## src/rtl/serial_sub_pkg.sv

```systemverilog
// Shared arithmetic-library package: serial FSM state encoding and width limits.
package arith_pkg;

  typedef enum logic [1:0] {
    IDLE = 2'd0,
    RUN  = 2'd1,
    DONE = 2'd2
  } ser_state_e;

  localparam int SER_MAX_WIDTH = 64;

endpackage : arith_pkg

```

## src/rtl/serial_sub_if.sv

```systemverilog
// Operand/result handshake bundle for the bit-serial subtractor.
interface serial_sub_if #(
  parameter int WIDTH = 8
);
  logic             in_valid;
  logic             in_ready;
  logic [WIDTH-1:0] a;
  logic [WIDTH-1:0] b;
  logic             out_valid;
  logic             out_ready;
  logic [WIDTH-1:0] diff;
  logic             borrow;
  logic             ovf;

  // Producer/consumer side: supplies operands and accepts results.
  modport master (
    output in_valid, a, b, out_ready,
    input  in_ready, out_valid, diff, borrow, ovf
  );

  // Subtractor side.
  modport slave (
    input  in_valid, a, b, out_ready,
    output in_ready, out_valid, diff, borrow, ovf
  );
endinterface : serial_sub_if

```

## src/rtl/serial_sub_fs.sv

```systemverilog
// One-bit full subtractor cell, the inverse companion of the full adder.
module fs (
  input  logic a,
  input  logic b,
  input  logic bi,
  output logic d,
  output logic bo
);
  // Difference bit and borrow-out of a - b - bi.
  always_comb begin
    d  = a ^ b ^ bi;
    bo = (~a & b) | (~(a ^ b) & bi);
  end
endmodule : fs

```

## src/rtl/serial_sub.sv

```systemverilog
// Bit-serial subtractor: diff = a - b, one bit per clock, LSB first,
// with valid/ready handshakes on the operand and result sides.
module serial_sub
  import arith_pkg::*;
#(
  parameter int WIDTH = 8
) (
  input  logic         clk,
  input  logic         rst_n,
  serial_sub_if.slave  bus
);
  localparam int CW = (WIDTH > 1) ? $clog2(WIDTH) : 1;
  localparam logic [CW-1:0] LAST_BIT = CW'(WIDTH - 1);

  if (WIDTH < 2 || WIDTH > SER_MAX_WIDTH) begin : g_width_check
    $error("serial_sub: WIDTH out of range");
  end

  ser_state_e       r_state;
  logic [CW-1:0]    r_cnt;
  logic [WIDTH-1:0] r_a_sr;
  logic [WIDTH-1:0] r_b_sr;
  logic [WIDTH-1:0] r_d_sr;
  logic [WIDTH-1:0] r_diff;
  logic             r_bf;
  logic             r_borrow;
  logic             r_ovf;
  logic             r_in_ready;
  logic             r_out_valid;

  logic             w_d;
  logic             w_bo;
  logic [WIDTH-1:0] w_d_shift;

  // The single subtractor cell works on the current LSBs and the carried borrow.
  fs u_fs (
    .a  (r_a_sr[0]),
    .b  (r_b_sr[0]),
    .bi (r_bf),
    .d  (w_d),
    .bo (w_bo)
  );

  // Result bits enter at the MSB so after WIDTH shifts bit 0 sits at bit 0.
  assign w_d_shift = {w_d, r_d_sr[WIDTH-1:1]};

  // Control FSM, shift datapath and registered handshake/result outputs.
  always_ff @(posedge clk or negedge rst_n) begin
    if (!rst_n) begin
      r_state     <= IDLE;
      r_cnt       <= '0;
      r_a_sr      <= '0;
      r_b_sr      <= '0;
      r_d_sr      <= '0;
      r_diff      <= '0;
      r_bf        <= 1'b0;
      r_borrow    <= 1'b0;
      r_ovf       <= 1'b0;
      r_in_ready  <= 1'b1;
      r_out_valid <= 1'b0;
    end else begin
      case (r_state)
        IDLE: begin
          if (bus.in_valid && r_in_ready) begin
            r_a_sr     <= bus.a;
            r_b_sr     <= bus.b;
            r_bf       <= 1'b0;
            r_cnt      <= '0;
            r_in_ready <= 1'b0;
            r_state    <= RUN;
          end
        end
        RUN: begin
          r_a_sr <= r_a_sr >> 1;
          r_b_sr <= r_b_sr >> 1;
          r_d_sr <= w_d_shift;
          r_bf   <= w_bo;
          if (r_cnt == LAST_BIT) begin
            // Borrow into the MSB differing from borrow out flags signed overflow.
            r_diff      <= w_d_shift;
            r_borrow    <= w_bo;
            r_ovf       <= w_bo ^ r_bf;
            r_out_valid <= 1'b1;
            r_state     <= DONE;
          end else begin
            r_cnt <= r_cnt + 1'b1;
          end
        end
        DONE: begin
          if (bus.out_ready) begin
            r_out_valid <= 1'b0;
            r_in_ready  <= 1'b1;
            r_state     <= IDLE;
          end
        end
        default: begin
          r_state     <= IDLE;
          r_in_ready  <= 1'b1;
          r_out_valid <= 1'b0;
        end
      endcase
    end
  end

  assign bus.in_ready  = r_in_ready;
  assign bus.out_valid = r_out_valid;
  assign bus.diff      = r_diff;
  assign bus.borrow    = r_borrow;
  assign bus.ovf       = r_ovf;

endmodule : serial_sub
```

## src/flat_wrapper.sv

```systemverilog
// flat-port wrapper written by rule: the top's interface ports become plain ports
module serial_sub_flat import arith_pkg::*;
#(
  parameter int WIDTH = 8
)
  (clk, rst_n, bus_in_valid, bus_a, bus_b, bus_out_ready, bus_in_ready, bus_out_valid, bus_diff, bus_borrow, bus_ovf);
  serial_sub_if #(.WIDTH(WIDTH)) bus_i ();
  input  logic clk;
  input  logic rst_n;
  input wire logic [$bits(bus_i.in_valid)-1:0] bus_in_valid;
  input wire logic [$bits(bus_i.a)-1:0] bus_a;
  input wire logic [$bits(bus_i.b)-1:0] bus_b;
  input wire logic [$bits(bus_i.out_ready)-1:0] bus_out_ready;
  output wire logic [$bits(bus_i.in_ready)-1:0] bus_in_ready;
  output wire logic [$bits(bus_i.out_valid)-1:0] bus_out_valid;
  output wire logic [$bits(bus_i.diff)-1:0] bus_diff;
  output wire logic [$bits(bus_i.borrow)-1:0] bus_borrow;
  output wire logic [$bits(bus_i.ovf)-1:0] bus_ovf;
  assign bus_i.in_valid = bus_in_valid;
  assign bus_i.a = bus_a;
  assign bus_i.b = bus_b;
  assign bus_i.out_ready = bus_out_ready;
  assign bus_in_ready = bus_i.in_ready;
  assign bus_out_valid = bus_i.out_valid;
  assign bus_diff = bus_i.diff;
  assign bus_borrow = bus_i.borrow;
  assign bus_ovf = bus_i.ovf;
  serial_sub #(.WIDTH(WIDTH)) u_core (.clk(clk), .rst_n(rst_n), .bus(bus_i));
endmodule
```

## config.mk

```make
export PLATFORM = sky130hd
export DESIGN_NAME = serial_sub_flat
export DESIGN_NICKNAME = d
export VERILOG_FILES = /design/src/rtl/serial_sub_pkg.sv /design/src/rtl/serial_sub_if.sv /design/src/rtl/serial_sub_fs.sv /design/src/rtl/serial_sub.sv /design/src/flat_wrapper.sv
export SDC_FILE = /design/constraint.sdc
export NUM_CORES = 1
export LEC_CHECK = 0
export CELL_PAD_IN_SITES_DETAIL_PLACEMENT = 0
export CELL_PAD_IN_SITES_GLOBAL_PLACEMENT = 1
export CORE_UTILIZATION = 50
export DETAILED_ROUTE_END_ITERATION = 7
export DONT_BUFFER_PORTS = 1
export GPL_TIMING_DRIVEN = 1
export HOLD_SLACK_MARGIN = 0.06
export MAX_ROUTING_LAYER = met4
export PLACE_DENSITY_LB_ADDON = 0.1
export SLEW_MARGIN = 20
export SYNTH_ARGS = -nofsm -noshare
export SYNTH_HDL_FRONTEND = slang
export SYNTH_SLANG_ARGS = --single-unit
```

## constraint.sdc

```tcl
create_clock -name clk -period 3.4 [get_ports clk]
set_input_delay 0.51 -clock clk [delete_from_list [all_inputs] [get_ports clk]]
set_output_delay 0.51 -clock clk [all_outputs]
set_load 0.1 [all_outputs]
```

==> results.md, run 1 <==
* Worst-margin pin slew at 922 ps
* XOR/XNOR Fraction of Synth Area at less than 1%
* Clk_lat worst skew at 290 ps
* Total CTS buffers at 5
* Fin cells at between 150 and 200
* CTS tree: yes
* CTS clk-pin slew, worst paths at around 70 ps
* Worst setup SP type: flip-flop
* Vias per inst at around 5.6
* Share of post-route cells with drive strength above 1 at approximately 20%
* Initial core utilization at between 50 and 60%
* MaxCap Viol Count at 0
* Setup TNS at 0 ps
* Crit path max-delay cell type: dfrtp_1
* Hpwl dp at 2100 µm
* Syn_nets at 176
* Critical path origin: u_core.r_state[1]
* Ports at 32
* Fmax at 443 MHz
* Endpoints failing hold at 0
* Vias after detailed routing at 1107
* Seq/Total Area, Yosys at between 50 and 60%
* Post-synth ARST share at 100%
* Synth Area in Adders at under 10%
* Reg-to-Reg Start: u_core.r_state[1]
* Core area at around 3400 µm²
* Synth Cell Area at between 1500 and 2000 µm²
* Largest net degree at the start of global routing at 42
* Mapped Cells at roughly 150
* Gpl congestion at 0.772
* ANT nets after route at 0
* CTS sink cnt at 41
* Clock root buffer: clkbuf_8
* Worst Path Max Fanout at 24
* Min cycle time layout at between 2000 and 2500 ps
* Final Cell Area at a little under 2000 µm²
* Crit-path leading delay family: flip-flops
* Top_reg_cell synth: dfrtp_1
* Number of port buffers at 0
* Iteration-0 DRC Markers at 45
* Total Routing Usage GR at 18.7%
* Outcome: finished, final reports clean
* Kind of critical path: flip-flop to flip-flop
* Final Max Slew Viols at 0
* Area growth, synth to finish at 4.52%
* CP Cell Sequence: nor2b_2, buf_4, mux2_4, mux2_2
* Syn Area/Cell at 12.1 µm²
* CTS H-Tree Depth at 2
* CP required at 3580 ps
* CTS max path bufs at 2
* WP buf/inv at 1
* Vias in the first global route at 1136
* RSZ-0062 raised after global routing: false
* Die W at between 60 and 70 µm
* Highest-count cells in the layout ignoring fill and taps: dfrtp_1 (40), o21ai_0 (28), mux2_2 (16), mux2i_1 (12), nand2_1 (9)
* Post-route DRC at 0
* Final setup viols at 0
* Die H at roughly 63 µm
* Routed length per instance at ~16 µm
* Worst Hold Class: primary input to asynchronous set/reset pin
* Drt total wl at around 3100 µm
* Antenna cells at 0
* Placed cells at between 150 and 200
* Yosys Warn Count at 0
* First-pass GRT wire length at about 5500 µm
* NumNets Final at around 170
* Number of flops mapped to enable cells by yosys at 0
* Yosys cell types at 28
* Slew headroom at about two fifths
* Grt ovf at 0
* Skew final at around 7.9 ps
* Num rows at 21
* Post-synthesis mux area share at about a fifth
* Setup Buffers After CTS at 0
* Die area at a little under 4000 µm²
* CP peak stage delay at around 600 ps
* Flops & latches, synth at a little over 40
* Final worst-path cycle share at 66.4%
* Pre-CTS setup slack at 1130 ps
* Fin worst setup slack at about 1100 ps
* Critical Path AT at about 2400 ps
* Largest family of logic cells by synthesized area: multiplexers
* Post-synthesis compound-gate area fraction at about an eighth
* R2R setup slack at 1140 ps
* CP Capture Type: flip-flop
* Pre-antenna DRT Iters at 4
* Initial antenna violation count at 0
* Commonest non-fill, non-tap cell in the layout: dfrtp_1
* Dpl cell area at ~1800 µm²
* Simple-gate share of the synthesized area at under 10%
layer usage:
layer	vias to the layer above	track usage, %	routed length [µm]
met3	6	6.02	154
met2	26	25.9	1370
met5	-	-	0
met4	0	6.98	48
li1	530	-	-
met1	545	25.5	1570
worst paths after layout:
path                                             to  cells after the start
worst max register to register     u_core.r_b_sr[1]                      4
max in group asynchronous       u_core.bus.in_ready                      1
min in group clk                  u_core.r_state[1]                      1
worst max-delay path               u_core.r_b_sr[1]                      4
worst min-delay path             u_core.bus.diff[7]                      1
worst min register to register     u_core.r_a_sr[2]                      2
cell usage after synthesis, types with 2 or more instances:
master	n	area, µm²
a22o_1	4	35.0
clkbuf_1	4	15.0
and4b_1	2	20.0
mux2_4	3	45.0
mux2i_1	12	120
a21oi_1	6	30.0
buf_6	4	45.0
nor2_1	4	15.0
ha_1	2	25.0
buf_2	2	10.0
dfrtp_1	40	1000
nand2_1	9	33.8
inv_1	4	15.0
o21ai_0	28	140
mux2_2	16	180
state kept, by name, indices dropped and copies added, names as in the netlist:
signal	count
u_core.r_a_sr	8
u_core.bus.diff	8
u_core.bus.borrow	1
u_core.r_d_sr	7
u_core.r_state	2
u_core.bus.in_ready	1
u_core.bus.ovf	1
u_core.r_b_sr	8
u_core.r_cnt	3
u_core.bus.out_valid	1
u_core.r_bf	1
repair_timing:
item	in CTS	in global routing
resized for setup	0	0
hold buffers	1	0
endpoints found under the hold margin	41	0
per-stage QoR:
| stage | hold slack [ps] | utilization [%] |
|---|---|---|
| after detailed placement | 215 | 53.6 |
| after global placement | 215 | 53.6 |
| final | 59.5 | 56.3 |
| after CTS | 61.3 | 56.3 |
| after global routing | 66.0 | 56.3 |
| after floorplan | 214 | - |
cell families (layout without fill, tap and decap cells):
logic type,after synthesis,after routing
adder cells (fa/ha/maj),3,3
flip-flops,41,41
multiplexers,31,31
buffers and inverters,15,12
AND/OR/NAND/NOR,19,19
AO/OA/AOI/OAI,43,43
XOR/XNOR,1,1
area by class of cell:
| type | count | area, µm² |
|---|---|---|
| sequential | 41 | 1030 |
| timing repair buffer | 2 | 27.5 |
| multi-input combinational | 97 | 738 |
| clock buffer | 5 | 68.8 |
| fill | 301 | 1500 |
| tap | 46 | 57.6 |
| clock inverter | 1 | 5.00 |
| inverter | 4 | 15.0 |
Power of run 1 is not shown: default switching activity piles up to over one toggle a cycle in this logic, so the estimate is an artifact.
==> run 2: changes to the inputs <==
- CORE_UTILIZATION: 50 -> 44
- clock period: 3.4 -> 2 ns (I/O delays scaled with it)
==> results.md, run 2 (same netlist as run 1, synthesis figures left out) <==
* Outcome: finished, final reports clean
* Die H at 66.9 µm (+6.4%)
* Drt total wl at 3610 µm (+15%)
* Slew headroom at 39.5% (+1.0 points)
* Post-route DRC at 0 (unchanged)
* Final Max Slew Viols at 0 (unchanged)
* Core area at 4030 µm² (+17%)
* CTS max path bufs at 2 (unchanged)
* Total CTS buffers at 5 (unchanged)
* Reg2reg end: u_core.bus.diff[3]
* CTS tree: yes
* Iteration-0 DRC Markers at 52 (+16%)
* Endpoints failing hold at 0 (unchanged)
* Share of post-route cells with drive strength above 1 at 25.3% (+5.3 points)
* MaxCap Viol Count at 0 (unchanged)
* Skew final at 6.39 ps (-1.53 ps)
* Num rows at 23 (+9.5%)
* Initial core utilization at 46.1% (-7.9 points)
* Worst Hold Class: primary input to flip-flop
* Worst setup SP type: flip-flop
* Area occupied by registers at 1030 µm² (unchanged)
* Routed length per instance at 17.0 µm (+6.3%)
* Final worst-path cycle share at 84.5% (+18 points)
* R2R setup slack at 310 ps (-830 ps)
* Area growth, synth to finish at 11.0%
* Grt ovf at 0 (unchanged)
* Reg-to-Reg Start: u_core.r_cnt[0]
* CP required at 2180 ps (-1400 ps)
* Setup TNS at 0 ps (unchanged)
* CTS H-Tree Depth at 2 (unchanged)
* CTS sink cnt at 41 (unchanged)
* Die area at 4480 µm² (+13%)
* Gpl congestion at 0.782 (+1.3%)
* Kind of critical path: flip-flop to flip-flop
* CTS clk-pin slew, worst paths at 80 ps (about the same)
* Initial antenna violation count at 0 (unchanged)
* Commonest non-fill, non-tap cell in the layout: dfrtp_1
* Vias in the first global route at 1191 (+4.8%)
* Critical Path AT at 1870 ps (-560 ps)
* ANT nets after route at 0 (unchanged)
* NumNets Final at 185 (+6.3%)
* Min cycle time layout at 1690 ps (-567 ps)
* Multi-input gate area at 738 µm² (unchanged)
* Clk_lat worst skew at 290 ps (about the same)
* Largest net degree at the start of global routing at 42 (unchanged)
* Ports at 32 (unchanged)
* Worst-margin pin slew at 907 ps (-15.5 ps)
* Setup Buffers After CTS at 0 (unchanged)
* Highest-count cells in the layout ignoring fill and taps: dfrtp_1 (40), o21ai_0 (28), mux2_2 (16), mux2i_1 (12), buf_4 (11)
* Final setup viols at 0 (unchanged)
* CP Capture Type: flip-flop
* Worst R2R Path Depth at 5 (+1)
* Vias per inst at 5.52 (-2.2%)
* Antenna cells at 0 (unchanged)
* Critical path origin: u_core.r_cnt[0]
* Fmax at 592 MHz (+34%)
* Crit path to: u_core.bus.diff[3]
* Hpwl dp at 2480 µm (+18%)
* RSZ-0062 raised after global routing: false
* Total Routing Usage GR at 18.8% (+0.10 points)
* Worst Path Max Fanout at 14 (-42%)
* Die W at 66.9 µm (+6.4%)
* Pre-antenna DRT Iters at 6 (+2)
* Vias after detailed routing at 1171 (+5.8%)
* Fillers at 375 (+25%)
* Clock root buffer: clkbuf_8
* Number of port buffers at 0 (unchanged)
* First-pass GRT wire length at 5750 µm (+4.2%)
run 2: how the worst min path moves through the flow:
| stage | end | slack, ps | cells after the start | from |
|---|---|---|---|---|
| after floorplan | u_core.bus.borrow | 4 | 0 | rst_n |
| after global routing | u_core.r_state[1] | 70 | 1 | bus_out_ready |
| after CTS | u_core.r_state[1] | 80 | 1 | bus_out_ready |
| after global placement | u_core.bus.diff[6] | 5 | 0 | rst_n |
| after detailed placement | u_core.bus.diff[6] | 5 | 0 | rst_n |
| final | u_core.r_state[1] | 90 | 1 | bus_out_ready |
run 2: worst max-delay path, cell delays in order, from the launching register on:
cell	delay, ps
dfrtp_1	400
ha_1	210
ha_1	290
nand3b_1	120
buf_4	210
mux2_2	350
run 2: final cells by class:
| type | count | share of cell area [%] |
|---|---|---|
| Timing Repair Buffer | 13 | 5.47 |
| Inverter | 4 | 0.729 |
| Clock inverter | 2 | 1.70 |
| Tap cell | 50 | 3.04 |
| Clock buffer | 5 | 3.34 |
| Multi-Input combinational cell | 97 | 35.8 |
| Sequential cell | 41 | 49.9 |
run 2: metal layers:
layer	up-vias	track usage, %	part of all wire, %
met3	6	5.99	5.4
li1	554	-	-
met2	28	28.3	45
met1	583	23.6	48
met5	-	-	0
met4	0	7.18	1.5
run 2: what timing repair did:
item / CTS / global route
hold buffers: 2 / 0
hold endpoints to repair: 41 / 0
gates resized for setup: 0 / 0
run 2: stage by stage:
step	std cells	hold slack [ps]	util (%)	setup WS, ps	cell area, µm²
2_1_floorplan	153	4.41	-	283	1860
3_3_place_gp	203	5.33	47.8	378	1930
3_5_place_dp	203	5.27	47.8	313	1930
4_1_cts	212	76.3	51.1	318	2060
5_1_grt	212	73.4	51.1	212	2060
6_report	212	85.7	51.1	311	2060
Power of run 2 is left out for the same reason.
==> run 3: changes to the inputs <==
- clock period: 2 -> 1.4 ns (I/O delays scaled with it)
==> results.md, run 3 (same netlist as run 1, synthesis figures left out) <==
* Min cycle time layout at 1490 ps (-196 ps)
* CTS tree: yes
* Commonest non-fill, non-tap cell in the layout: dfrtp_1
* Largest net degree at the start of global routing at 42 (unchanged)
* RSZ-0062 raised after global routing: true
* Area growth, synth to finish at 30.3%
* NumNets Final at 209 (+13%)
* R2R setup slack at -90 ps (-400 ps)
* Outcome: finished, violations left
* VDD IR-drop max at between 1 and 1.5 mV
* Fmax at 670 MHz (+13%)
* Final worst-path cycle share at 107% (+22 points)
* Final setup viols at 8 (+8)
* CP required at 1570 ps (-610 ps)
* Core area at 4030 µm² (unchanged)
* Dpl cell area at 2220 µm² (+16%)
* Clk_lat worst skew at 280 ps (about the same)
* CTS sink cnt at 41 (unchanged)
* Num rows at 23 (unchanged)
* Worst setup SP type: flip-flop
* Ports at 32 (unchanged)
* Initial antenna violation count at 0 (unchanged)
* Iteration-0 DRC Markers at 99 (+90%)
* Vias after detailed routing at 1240 (+5.9%)
* Worst-margin pin slew at 299 ps (-608 ps)
* CTS H-Tree Depth at 2 (unchanged)
* Pre-antenna DRT Iters at 4 (-2)
* Power Dens Cells at 2660 nW/µm²
* Die W at 66.9 µm (unchanged)
* CTS clk-pin slew, worst paths at 70 ps (about the same)
* WP buf/inv at 1 (unchanged)
* Slew headroom at 80.1% (+41 points)
* Hpwl dp at 2580 µm (+4.0%)
* Antenna cells at 0 (unchanged)
* Fin worst setup slack at -93.1 ps (-404 ps)
* Total CTS buffers at 5 (unchanged)
* Grt ovf at 0 (unchanged)
* Die H at 66.9 µm (unchanged)
* Crit-path leading delay family: flip-flops
* Leak at between 1 and 1.5 nW
* Die area at 4480 µm² (unchanged)
* Skew final at 7.85 ps (+1.47 ps)
* Initial core utilization at 46.1% (unchanged)
* Post-route DRC at 0 (unchanged)
* Worst Path Max Fanout at 9 (-5)
* MaxCap Viol Count at 0 (unchanged)
* Vias per inst at 5.25 (-4.9%)
* Kind of critical path: flip-flop to flip-flop
* CP peak stage delay at 400 ps (about the same)
* CTS max path bufs at 2 (unchanged)
* CP Cell Sequence: ha_2, ha_4, nand3b_1, buf_12, mux2_2
* Tot Pwr at between 6 and 7 mW
* Clock root buffer: clkbuf_8
* Total Routing Usage GR at 19.1% (+0.26 points)
* Routed length per instance at 15.3 µm (-10%)
* Critical Path AT at 1660 ps (-210 ps)
* Number of port buffers at 0 (unchanged)
* Gpl congestion at 0.775 (-0.96%)
* Final Max Slew Viols at 0 (unchanged)
* Failing checks: setup timing
* CP Capture Type: flip-flop
* Vias in the first global route at 1269 (+6.5%)
* First-pass GRT wire length at 6040 µm (+5.0%)
* Share of post-route cells with drive strength above 1 at 38.2% (+13 points)
* Final design utilization at 60.0% (+8.9 points)
* Crit path max-delay cell type: dfrtp_1
* Final Cell Area at 2420 µm² (+17%)
* Highest-count cells in the layout ignoring fill and taps: dfrtp_1 (38), buf_4 (21), o21ai_0 (14), o21ai_1 (14), mux2i_1 (11)
* Worst Hold Class: primary input to flip-flop
* ANT nets after route at 0 (unchanged)
* Drt total wl at 3610 µm (-0.19%)
* Endpoints failing hold at 0 (unchanged)
## run 3: cell count changes in the layout (fill, tap and decap cells not counted), sizes merged
cell and delta:
buf +23, bufinv -1, clkbuf +1, dlygate4sd3 +1
## run 3: final timing paths
path / depth (start not counted) / from / endpoint
setup / recovery: 5 / u_core.r_cnt[0] / u_core.bus.diff[3]
hold / removal: 3 / bus_out_ready / u_core.bus.out_valid
setup reg to reg: 5 / u_core.r_cnt[0] / u_core.bus.diff[3]
hold reg to reg: 2 / u_core.bus.diff[6] / u_core.bus.diff[6]
max in group asynchronous: 2 / rst_n / u_core.bus.in_ready
min in group asynchronous: 2 / rst_n / u_core.r_b_sr[3]
## run 3: power by group
part | leakage [nW] | internal (mW) | total [mW] | switching, mW
combinational | 0.554 | 1.60 | 3.62 | 2.02
clock | 0.0410 | 0.339 | 0.711 | 0.372
sequential | 0.508 | 1.73 | 2.11 | 0.375
total | 1.10 | 3.67 | 6.44 | 2.77
## run 3: through the flow
stage               hold slack, ps  std cells  TNS, ps  worst slack (ps)
floorplan                    -85.6        153    -3290              -195
global placement             -84.7        222     -608             -53.3
detailed placement           -84.7        222     -802             -88.1
CTS                           92.3        234     -608             -99.8
global route                   114        236    -1090              -138
finish                        97.7        236     -522             -93.1
## run 3: routing by layer
metal	global-route usage [%]	part of all wire, %	vias to the layer above
met2	27.5	47	25
li1	-	-	609
met1	25.8	47	599
met4	7.18	1.2	0
met5	-	0	-
met3	4.62	4.2	7
## run 3: repair_timing
item	4_1_cts	5_1_grt
hold buffers	3	0
hold endpoints to repair	42	0
pin swaps	0	0
setup buffers	2	2
resized for setup	10	8
setup endpoints to repair	29	29
cloned	0	0
## run 3: worst reg2reg max path, delay by kind of cell (launching register included)
kind	cells	cell delay, ps
multiplexers	1	340
buffers and inverters	1	150
AND/OR/NAND/NOR	1	150
flip-flops	1	400
adder cells (fa/ha/maj)	2	340
## run 3: final cells by class
class                   instances  area (µm²)
fillers                       343        1610
flip-flops and latches         41        1030
multi-input cells              97         806
repair buffers                 37         423
clock buffers                   6        72.6
well taps                      50        62.6
inverters                       4        15.0
clock inverters                 1        5.00
Note: power is estimated with default switching activity, not from simulation.
